File: src/rtl/processador_noite_if.sv
// Night-phase bus between the game control unit and the night datapath.
// master: control unit side (drives counter/turn controls, reads results).
// slave : processador_noite side (reads controls, drives targets and victim).
interface processador_noite_if #(
    parameter int N_JOGADORES = 8,
    parameter int W_JOG       = 3
);
    // control unit -> datapath
    logic                   zera_CJ;
    logic                   inc_jogador;
    logic                   processar_acao;
    logic                   passa;
    logic [W_JOG-1:0]       alvo;
    logic [1:0]             classe_atual;
    logic [N_JOGADORES-1:0] vivos;

    // datapath -> control unit
    logic [W_JOG-1:0]       jogador_atual;
    logic                   CJ_fim;
    logic [W_JOG-1:0]       alvo_lobo;
    logic                   alvo_lobo_ok;
    logic [W_JOG-1:0]       alvo_medico;
    logic                   alvo_medico_ok;
    logic [W_JOG-1:0]       alvo_vidente;
    logic                   alvo_vidente_ok;
    logic                   erro_alvo;
    logic                   noite_fim;
    logic [W_JOG-1:0]       morto;
    logic                   morte_ok;

    modport master (
        output zera_CJ, inc_jogador, processar_acao, passa, alvo, classe_atual, vivos,
        input  jogador_atual, CJ_fim, alvo_lobo, alvo_lobo_ok, alvo_medico, alvo_medico_ok,
               alvo_vidente, alvo_vidente_ok, erro_alvo, noite_fim, morto, morte_ok
    );

    modport slave (
        input  zera_CJ, inc_jogador, processar_acao, passa, alvo, classe_atual, vivos,
        output jogador_atual, CJ_fim, alvo_lobo, alvo_lobo_ok, alvo_medico, alvo_medico_ok,
               alvo_vidente, alvo_vidente_ok, erro_alvo, noite_fim, morto, morte_ok
    );
endinterface

File: src/rtl/processador_noite.sv
// Night-phase responder: owns the player counter, validates and latches wolf/doctor/seer targets, resolves the victim.
// Latency: accepted confirm visible 1 edge later; last player's confirm -> noite_fim (with morto/morte_ok) 2 edges later.
// Backpressure: none; control inputs are single-cycle pulses, rejects are reported via a one-cycle erro_alvo pulse.
// Ports: clock, reset (async, active-high); bus (slave modport of processador_noite_if) carries the counter
//   controls, the current player's turn/target/role and alive mask in, and the counter, latched targets,
//   erro_alvo, noite_fim and victim out.
module processador_noite #(
    parameter int N_JOGADORES = 8,
    parameter int W_JOG       = 3
) (
    input  logic               clock,
    input  logic               reset,
    processador_noite_if.slave bus
);

    localparam logic [W_JOG-1:0] ULTIMO = W_JOG'(N_JOGADORES - 1);
    localparam logic [W_JOG:0]   N_EXT  = (W_JOG + 1)'(N_JOGADORES);

    typedef enum logic [1:0] {
        AGUARDA = 2'd0,
        RESOLVE = 2'd1,
        PRONTO  = 2'd2
    } estado_t;

    estado_t estado, estado_prox;

    logic [W_JOG-1:0]     jogador_atual;
    logic                 acao_feita;
    logic [W_JOG-1:0]     alvo_lobo, alvo_medico, alvo_vidente;
    logic                 alvo_lobo_ok, alvo_medico_ok, alvo_vidente_ok;
    logic                 erro_alvo;
    logic                 noite_fim;
    logic [W_JOG-1:0]     morto;
    logic                 morte_ok;

    logic                 cj_fim;
    logic [2**W_JOG-1:0]  vivos_ext;
    logic                 confirma;
    logic                 alvo_valido;
    logic                 aceita;
    logic                 rejeita;
    logic                 morte;

    // Pad the alive mask to the full index range so out-of-range indices read as dead.
    always_comb begin
        vivos_ext                  = '0;
        vivos_ext[N_JOGADORES-1:0] = bus.vivos;
    end

    assign cj_fim   = (jogador_atual == ULTIMO);
    assign confirma = (estado == AGUARDA) && bus.processar_acao && bus.passa;

    // A wolf may not target itself; other roles may.
    assign alvo_valido = ({1'b0, bus.alvo} < N_EXT)
                      && vivos_ext[bus.alvo]
                      && vivos_ext[jogador_atual]
                      && !((bus.classe_atual == 2'b01) && (bus.alvo == jogador_atual));

    // Once the player has acted, further confirms are silently ignored.
    assign aceita  = confirma && !acao_feita && alvo_valido;
    assign rejeita = confirma && !acao_feita && !alvo_valido;

    // The doctor saves the wolf's victim only when both targets are set and match.
    assign morte = alvo_lobo_ok && !(alvo_medico_ok && (alvo_medico == alvo_lobo));

    always_ff @(posedge clock or posedge reset) begin
        if (reset) begin
            estado <= AGUARDA;
        end else begin
            estado <= estado_prox;
        end
    end

    // The last player's confirm closes the night even when it is rejected.
    always_comb begin
        estado_prox = estado;
        case (estado)
            AGUARDA: if (confirma && cj_fim) estado_prox = RESOLVE;
            RESOLVE: estado_prox = PRONTO;
            PRONTO:  estado_prox = PRONTO;
            default: estado_prox = AGUARDA;
        endcase
        if (bus.zera_CJ) begin
            estado_prox = AGUARDA;
        end
    end

    always_ff @(posedge clock or posedge reset) begin
        if (reset) begin
            jogador_atual   <= '0;
            acao_feita      <= 1'b0;
            alvo_lobo       <= '0;
            alvo_lobo_ok    <= 1'b0;
            alvo_medico     <= '0;
            alvo_medico_ok  <= 1'b0;
            alvo_vidente    <= '0;
            alvo_vidente_ok <= 1'b0;
            erro_alvo       <= 1'b0;
            noite_fim       <= 1'b0;
            morto           <= '0;
            morte_ok        <= 1'b0;
        end else begin
            erro_alvo <= 1'b0;
            noite_fim <= 1'b0;
            if (bus.zera_CJ) begin
                jogador_atual   <= '0;
                acao_feita      <= 1'b0;
                alvo_lobo       <= '0;
                alvo_lobo_ok    <= 1'b0;
                alvo_medico     <= '0;
                alvo_medico_ok  <= 1'b0;
                alvo_vidente    <= '0;
                alvo_vidente_ok <= 1'b0;
                morto           <= '0;
                morte_ok        <= 1'b0;
            end else begin
                // Advancing to a new player reopens the turn, even if an accept lands on the same edge.
                if (bus.inc_jogador) begin
                    jogador_atual <= cj_fim ? '0 : jogador_atual + 1'b1;
                    acao_feita    <= 1'b0;
                end else if (aceita) begin
                    acao_feita <= 1'b1;
                end

                if (aceita) begin
                    case (bus.classe_atual)
                        2'b01: begin
                            alvo_lobo    <= bus.alvo;
                            alvo_lobo_ok <= 1'b1;
                        end
                        2'b10: begin
                            alvo_medico    <= bus.alvo;
                            alvo_medico_ok <= 1'b1;
                        end
                        2'b11: begin
                            alvo_vidente    <= bus.alvo;
                            alvo_vidente_ok <= 1'b1;
                        end
                        default: ;
                    endcase
                end

                erro_alvo <= rejeita;

                if (estado == RESOLVE) begin
                    morte_ok  <= morte;
                    morto     <= morte ? alvo_lobo : '0;
                    noite_fim <= 1'b1;
                end
            end
        end
    end

    assign bus.jogador_atual   = jogador_atual;
    assign bus.CJ_fim          = cj_fim;
    assign bus.alvo_lobo       = alvo_lobo;
    assign bus.alvo_lobo_ok    = alvo_lobo_ok;
    assign bus.alvo_medico     = alvo_medico;
    assign bus.alvo_medico_ok  = alvo_medico_ok;
    assign bus.alvo_vidente    = alvo_vidente;
    assign bus.alvo_vidente_ok = alvo_vidente_ok;
    assign bus.erro_alvo       = erro_alvo;
    assign bus.noite_fim       = noite_fim;
    assign bus.morto           = morto;
    assign bus.morte_ok        = morte_ok;

endmodule

File: src/flat_wrapper.sv
// flat-port wrapper written by rule: the top's interface ports become plain ports
module processador_noite_flat 
#(
    parameter int N_JOGADORES = 8,
    parameter int W_JOG       = 3
)
  (clock, reset, bus_zera_CJ, bus_inc_jogador, bus_processar_acao, bus_passa, bus_alvo, bus_classe_atual, bus_vivos, bus_jogador_atual, bus_CJ_fim, bus_alvo_lobo, bus_alvo_lobo_ok, bus_alvo_medico, bus_alvo_medico_ok, bus_alvo_vidente, bus_alvo_vidente_ok, bus_erro_alvo, bus_noite_fim, bus_morto, bus_morte_ok);
  processador_noite_if #(.N_JOGADORES(N_JOGADORES), .W_JOG(W_JOG)) bus_i ();
  input  logic clock;
  input  logic reset;
  input wire logic [$bits(bus_i.zera_CJ)-1:0] bus_zera_CJ;
  input wire logic [$bits(bus_i.inc_jogador)-1:0] bus_inc_jogador;
  input wire logic [$bits(bus_i.processar_acao)-1:0] bus_processar_acao;
  input wire logic [$bits(bus_i.passa)-1:0] bus_passa;
  input wire logic [$bits(bus_i.alvo)-1:0] bus_alvo;
  input wire logic [$bits(bus_i.classe_atual)-1:0] bus_classe_atual;
  input wire logic [$bits(bus_i.vivos)-1:0] bus_vivos;
  output wire logic [$bits(bus_i.jogador_atual)-1:0] bus_jogador_atual;
  output wire logic [$bits(bus_i.CJ_fim)-1:0] bus_CJ_fim;
  output wire logic [$bits(bus_i.alvo_lobo)-1:0] bus_alvo_lobo;
  output wire logic [$bits(bus_i.alvo_lobo_ok)-1:0] bus_alvo_lobo_ok;
  output wire logic [$bits(bus_i.alvo_medico)-1:0] bus_alvo_medico;
  output wire logic [$bits(bus_i.alvo_medico_ok)-1:0] bus_alvo_medico_ok;
  output wire logic [$bits(bus_i.alvo_vidente)-1:0] bus_alvo_vidente;
  output wire logic [$bits(bus_i.alvo_vidente_ok)-1:0] bus_alvo_vidente_ok;
  output wire logic [$bits(bus_i.erro_alvo)-1:0] bus_erro_alvo;
  output wire logic [$bits(bus_i.noite_fim)-1:0] bus_noite_fim;
  output wire logic [$bits(bus_i.morto)-1:0] bus_morto;
  output wire logic [$bits(bus_i.morte_ok)-1:0] bus_morte_ok;
  assign bus_i.zera_CJ = bus_zera_CJ;
  assign bus_i.inc_jogador = bus_inc_jogador;
  assign bus_i.processar_acao = bus_processar_acao;
  assign bus_i.passa = bus_passa;
  assign bus_i.alvo = bus_alvo;
  assign bus_i.classe_atual = bus_classe_atual;
  assign bus_i.vivos = bus_vivos;
  assign bus_jogador_atual = bus_i.jogador_atual;
  assign bus_CJ_fim = bus_i.CJ_fim;
  assign bus_alvo_lobo = bus_i.alvo_lobo;
  assign bus_alvo_lobo_ok = bus_i.alvo_lobo_ok;
  assign bus_alvo_medico = bus_i.alvo_medico;
  assign bus_alvo_medico_ok = bus_i.alvo_medico_ok;
  assign bus_alvo_vidente = bus_i.alvo_vidente;
  assign bus_alvo_vidente_ok = bus_i.alvo_vidente_ok;
  assign bus_erro_alvo = bus_i.erro_alvo;
  assign bus_noite_fim = bus_i.noite_fim;
  assign bus_morto = bus_i.morto;
  assign bus_morte_ok = bus_i.morte_ok;
  processador_noite #(.N_JOGADORES(N_JOGADORES), .W_JOG(W_JOG)) u_core (.clock(clock), .reset(reset), .bus(bus_i));
endmodule
File: config.mk
export PLATFORM = sky130hd
export DESIGN_NAME = processador_noite_flat
export DESIGN_NICKNAME = d
export VERILOG_FILES = /design/src/rtl/processador_noite_if.sv /design/src/rtl/processador_noite.sv /design/src/flat_wrapper.sv
export SDC_FILE = /design/constraint.sdc
export NUM_CORES = 1
export LEC_CHECK = 0
export ABC_AREA = 1
export CORE_ASPECT_RATIO = 1.5
export CORE_MARGIN = 8
export CORE_UTILIZATION = 30
export CTS_CLUSTER_SIZE = 25
export DETAILED_ROUTE_END_ITERATION = 6
export DONT_BUFFER_PORTS = 1
export GPL_ROUTABILITY_DRIVEN = 0
export GPL_TIMING_DRIVEN = 0
export PLACE_DENSITY = 0.45
export RECOVER_POWER = 50
export SETUP_SLACK_MARGIN = 0.15
export SLEW_MARGIN = 10
export SYNTH_ARGS = -nofsm -noshare
export SYNTH_HDL_FRONTEND = slang
export SYNTH_SLANG_ARGS = --single-unit
File: constraint.sdc
create_clock -name clock -period 1.9 [get_ports clock]
set_input_delay 0.38 -clock clock [delete_from_list [all_inputs] [get_ports clock]]
set_output_delay 0.38 -clock clock [all_outputs]
set_load 0.02 [all_outputs]
Word-level counts from Yosys, hierarchy flattened
Index checks and enable logic that the tools add are counted.
W data, S select, Z words.
Storage, ports and cells
  bits in registers: 24
  input bits: 19
Cells by class
  add/sub/neg operators: 1
  magnitude comparators: 2
  eq/ne operators: 9
  muxes and demuxes: 39
  reduce and logical (&&, ||, !) cells: 27
Operators with widths (count)
  $mux W3: 15
  $mux W1: 19
  $reduce_bool A2 Y1: 6
  $logic_and A1 B1 Y1: 11
  $lt A3 B4 Y1 const B: 2
  $bmux W1 S3: 2
  $eq A2 B2 Y1 const B: 3
  $eq A3 B3 Y1: 2
  $reduce_and A2 Y1: 3
  $eq A2 B1 Y1 const B: 2
  $logic_not A1 Y1: 4
  $mux W2: 2
  $pmux W2 S2: 1
  $add A3 B1 Y3 const B: 1
  $eq A3 B3 Y1 const B: 1
  $ne A3 B3 Y1 const B: 1
  $reduce_bool A3 Y1: 1
  $logic_not A2 Y1: 1
  $reduce_or A2 Y1: 1

Logic depth before layout (Yosys ltp)
  depth in word-level cells: 8
  depth in mapped cells: 10

Least setup slack after synthesis
Ideal clock, no wire load.
  path type: reg2reg
  from: reg u_core.jogador_atual[0] (netlist: u_core.bus.jogador_atual[0])
  to: reg u_core.alvo_medico[2] (netlist: u_core.bus.alvo_medico[2])
  library setup time: 0.118 ns
  arrival time: 1.336 ns
  required time: 1.782 ns
  slack: 0.446 ns
  cell stages (with the launch flop): 11
  path buffers: 1
  cells stage by stage: dfrtp_1 buf_4 inv_2 nand2_1 nand3_1 nand3_1 inv_1 nor2_2 nand4_1 nand3_1 nand2_1
Between the ends
  cells in the longest elaborated chain, start to end: 7
  elaborated cells between the ends (all ways): 10
RTL lines
  from (decl): RTL line processador_noite.sv:27  | logic [W_JOG-1:0] jogador_atual;
  from (signal assigned): RTL line processador_noite.sv:119  | jogador_atual <= cj_fim ? '0 : jogador_atual + 1'b1;
  $bmux W1 S3 / $eq A3 B3 Y1 (equally long branches): RTL line processador_noite.sv:56, processador_noite.sv:57
  $mux W1 (implied by the code) / $logic_and A1 B1 Y1 (equally long branches): RTL line processador_noite.sv:56, processador_noite.sv:57
  $logic_and A1 B1 Y1 / $logic_not A1 Y1 (equally long branches): RTL line processador_noite.sv:56, processador_noite.sv:57
  $logic_and A1 B1 Y1 (*): RTL line processador_noite.sv:57  | && !((bus.classe_atual == 2'b01) && (bus.alvo == jogador_atual));
  $logic_and A1 B1 Y1 (*): RTL line processador_noite.sv:60  | assign aceita = confirma && !acao_feita && alvo_valido;
  $reduce_bool A2 Y1 (no source line) (*)
  $reduce_and A2 Y1 (no source line) (*)
  to (signal assigned): RTL line processador_noite.sv:132  | alvo_medico <= bus.alvo;
  to (decl): RTL line processador_noite.sv:29  | logic [W_JOG-1:0] alvo_lobo, alvo_medico, alvo_vidente;
Mark *: on every way between the ends. The rest lies on a longest branch, timed or not. The select of a mux whose other input is x is not followed.
A chain may end at the register's enable or synchronous reset.

Worst setup path after layout
  from: reg u_core.jogador_atual[1] (netlist: u_core.bus.jogador_atual[1])
  to: out bus_CJ_fim
Between the ends
  cells in the longest elaborated chain, start to end: 1
RTL lines
  $eq A3 B3 Y1: RTL line processador_noite.sv:50  | assign cj_fim = (jogador_atual == ULTIMO);
  to (decl): RTL line flat_wrapper.sv:19  | output wire logic [$bits(bus_i.CJ_fim)-1:0] bus_CJ_fim;
Every way passes these cells.

==> results_dict.tcl <==
set metrics [dict create \
    status "completed" \
    whs_ns 0.2017 \
    leakagePower_nw 0.7921 \
    fin_crit_sh_pct 84.27 \
    synthXorXnorAreaFrac_pct 1.279 \
    synthTopCellsByCount "nand2_1, nand3_1, inv_1" \
    start_util_pct 30.67 \
    maxSlewViolCount 0 \
    ys_warn_count 0 \
    clk_pin_slew_ns 0.08 \
    top_signal_layer_used "met4" \
    synthAdderAreaFrac_pct 3.653 \
    path_buf_inv 0 \
    layout-drive-gt1-share_pct 12.97 \
    path_max_fanout 7 \
    synth_area_leaders "dfrtp_1, nand3_1, nand2_1, inv_1, nand4_1" \
    ios 41 \
    place_inst 229 \
    ys_ff_latch 24 \
    critPathLaunchType "register" \
    wirelength_mm 3.544 \
    dpl.hpwl_mm 2.847 \
    vias_per_cell 5.133 \
    peakVddDrop_v 0.0002265 \
    ff2ff_setup_slack_ns 0.32 \
    async_flop_share_pct 100.0 \
    drc 0 \
    synth_most_common_cell "nand2_1" \
    syn-num-nets 204 \
    drt-met1-wl_mm 1.335 \
    cts_made_buffers 3 \
    hp-class "in2async" \
    synth_top_family_by_area "simple AND/OR/NAND/NOR gates" \
    cts.sinks 24 \
    crit_type "reg2out" \
    finalHoldViolCount 0 \
    reg2regPathDepth 10 \
    finalSetupTns_ns 0 \
    powerDensity_nw_per_um2 675.1 \
    dr_wl_met3_um 355 \
    crit_slowest_cell "dfrtp_2" \
    antenna_found_initial 0 \
    cpPeakStageDelay_ns 0.50 \
    num-nets-final 209 \
    finalSetupViolCount 0 \
    ys_seq_area_share_pct 43.84 \
    clockBufferDepth 2 \
    syn_avg_cell_area_um2 7.569 \
    path_cells "ha_1 -> ha_2" \
    fmax_mhz 624.5 \
    synth.area.mux_share_pct 0 \
    dr_wl_met2_mm 1.790 \
    synth_top_area_share_pct 43.84 \
    timing.rr.end "u_core.bus.alvo_medico[2]$_DFFE_PP0P_" \
    skew_ns 0.004174 \
    rsz0062_at_grt "no" \
    grtUsageTotal_pct 10.68 \
    worst_pin_slew_ns 0.9248 \
    regToRegStartpoint "u_core.bus.jogador_atual[0]$_DFFE_PP0N_" \
    ant_nets 0 \
    cts_root_buffer "clkbuf_8" \
    cp.required_ns 1.52 \
    synth_edf_count 0 \
    synth.cell_area_um2 1370 \
    areaGrowthSynthToFinish_pct 10.23 \
    htreeDepth 1 \
    die-area_um2 7030 \
    grt_pass1_vias 1240 \
    n_antenna_cell 0 \
    cts_tree "done" \
    synthSimpleGateAreaFrac_pct 34.25 \
    cts_setup_buffers 0 \
    fp.coreArea_um2 4467 \
    insertion_delay_ns 0.26 \
    drtIter0Drc 30 \
    die-height_um 98.77 \
    grt_max_degree 25 \
    vias 1196 \
    fp.dieW_um 71.18 \
    cp.arrival_ns 1.22 \
    ys_types 23 \
    fp-row-count 30 \
    grt_first_pass_wirelength_mm 5.996 \
    wl_per_cell_um 15.21 \
    cap_violations 0 \
    relSlewSlack_pct 38.28 \
    end_kind "primary output" \
    utilization_pct 33.81 \
    yosys.area.top_type "dfrtp_1" \
    grt_overflow 0 \
    synthCells 181 \
    drtPass1Iterations 4 \
    layoutNonFillerInstCount 233 \
    io_buffer_count 0 \
    ys.flop_type "dfrtp_1" \
    synth-compound-area-share_pct 6.758 \
    fin_crit_ns 1.601 \
    crit_family "flip-flops" \
]
-- stage by stage --
step           power, mW  instance area [um2]  worst slack (ns)
2_1_floorplan     0.6536                 1370            0.4457
3_3_place_gp      0.6834                 1430            0.1688
3_5_place_dp      0.6856                 1430            0.1568
4_1_cts            1.032                 1488            0.2135
5_1_grt            1.078                 1510            0.1542
6_report           1.020                 1510            0.2988
-- metal layers --
metal  global-route usage [%]  vias to the layer above
met5                        0                        -
met2                    18.61                       33
met4                    4.831                        0
met3                    4.675                        4
met1                    10.51                      554
li1                         -                      605
-- cell usage in the layout, fill, tap and decap left out --
master / netlist / final
xor2_1: 1 / 1
nor2_1: 9 / 8
nand3b_1: 1 / 1
or2_2: 2 / 2
nand4_1: 13 / 13
ha_2: 0 / 1
nand3_2: 0 / 1
clkbuf_8: 0 / 4
nor2_2: 4 / 4
nand2_1: 38 / 37
clkbuf_1: 3 / 3
o21ai_0: 6 / 6
o21a_1: 1 / 1
a21oi_2: 1 / 1
dfrtp_2: 0 / 3
buf_2: 1 / 1
xnor2_1: 1 / 1
nand3_1: 32 / 31
buf_6: 1 / 2
inv_2: 2 / 2
ha_1: 4 / 3
nor2_4: 0 / 1
a31oi_1: 1 / 1
a21oi_1: 8 / 8
dfrtp_1: 24 / 21
nand2_2: 1 / 2
inv_1: 26 / 26
-- registers in the layout, summed over array words and instances (netlist names) --
name	flops
u_core.bus.morte_ok	1
u_core.bus.alvo_lobo	3
u_core.estado	2
u_core.bus.noite_fim	1
u_core.bus.jogador_atual	3
u_core.acao_feita	1
u_core.bus.alvo_medico_ok	1
u_core.bus.alvo_lobo_ok	1
u_core.bus.alvo_vidente	3
u_core.bus.alvo_medico	3
u_core.bus.alvo_vidente_ok	1
u_core.bus.morto	3
u_core.bus.erro_alvo	1
-- worst register-to-register path, cell delays in order (launching register included) --
cell and delay [ns]:
dfrtp_2 0.45, buf_6 0.16, inv_2 0.06, nand2_1 0.06, nand3_1 0.08, nand3_2 0.09, nand2_2 0.06, nor2_4 0.12
nand4_1 0.19, nand3_1 0.14, nand2_1 0.05
-- final cells by class --
class	count	area, um2
inverters	28	105.1
well taps	48	60.06
plain buffers	6	38.79
flip-flops and latches	24	604.3
multi-input cells	123	646.9
fillers	486	2957
clock buffers	4	55.05
-- cell families (layout without fill, tap and decap cells) --
| family | Yosys count | after routing |
|---|---|---|
| and+or+nand+nor | 100 | 100 |
| AOI/OAI and AO/OA | 17 | 17 |
| buffers and inverters | 34 | 38 |
| adders and majority gates | 4 | 4 |
| DFF | 24 | 24 |
| xor gates and xnor gates | 2 | 2 |
-- worst max path at each step --
stage,from,end,slack [ns],cells past startpoint
final,u_core.bus.jogador_atual[1]$_DFFE_PP0N_,bus_CJ_fim,0.30,2
after global routing,u_core.bus.jogador_atual[0]$_DFFE_PP0N_,u_core.bus.alvo_medico[2]$_DFFE_PP0P_,0.15,10
after CTS,u_core.bus.jogador_atual[1]$_DFFE_PP0N_,bus_CJ_fim,0.21,2
after detailed placement,u_core.bus.jogador_atual[0]$_DFFE_PP0N_,u_core.bus.alvo_medico[1]$_DFFE_PP0P_,0.16,10
after global placement,u_core.bus.jogador_atual[0]$_DFFE_PP0N_,u_core.bus.alvo_medico[1]$_DFFE_PP0P_,0.17,10
after floorplan,u_core.bus.jogador_atual[0]$_DFFE_PP0N_,u_core.bus.alvo_medico[2]$_DFFE_PP0P_,0.45,10
-- repair_timing --
item	in CTS	in global routing
pin swaps	0	4
setup endpoints to repair	4	11
gates cloned	0	0
hold endpoints to repair	0	0
resized for setup	2	7
hold buffers	0	0
-- power breakdown --
part	switching, mW	internal [mW]	total, mW
sequential	0.0198	0.519	0.539
clock	0.156	0.185	0.341
combinational	0.0930	0.0466	0.140
Note: power is estimated with default switching activity, not from simulation.
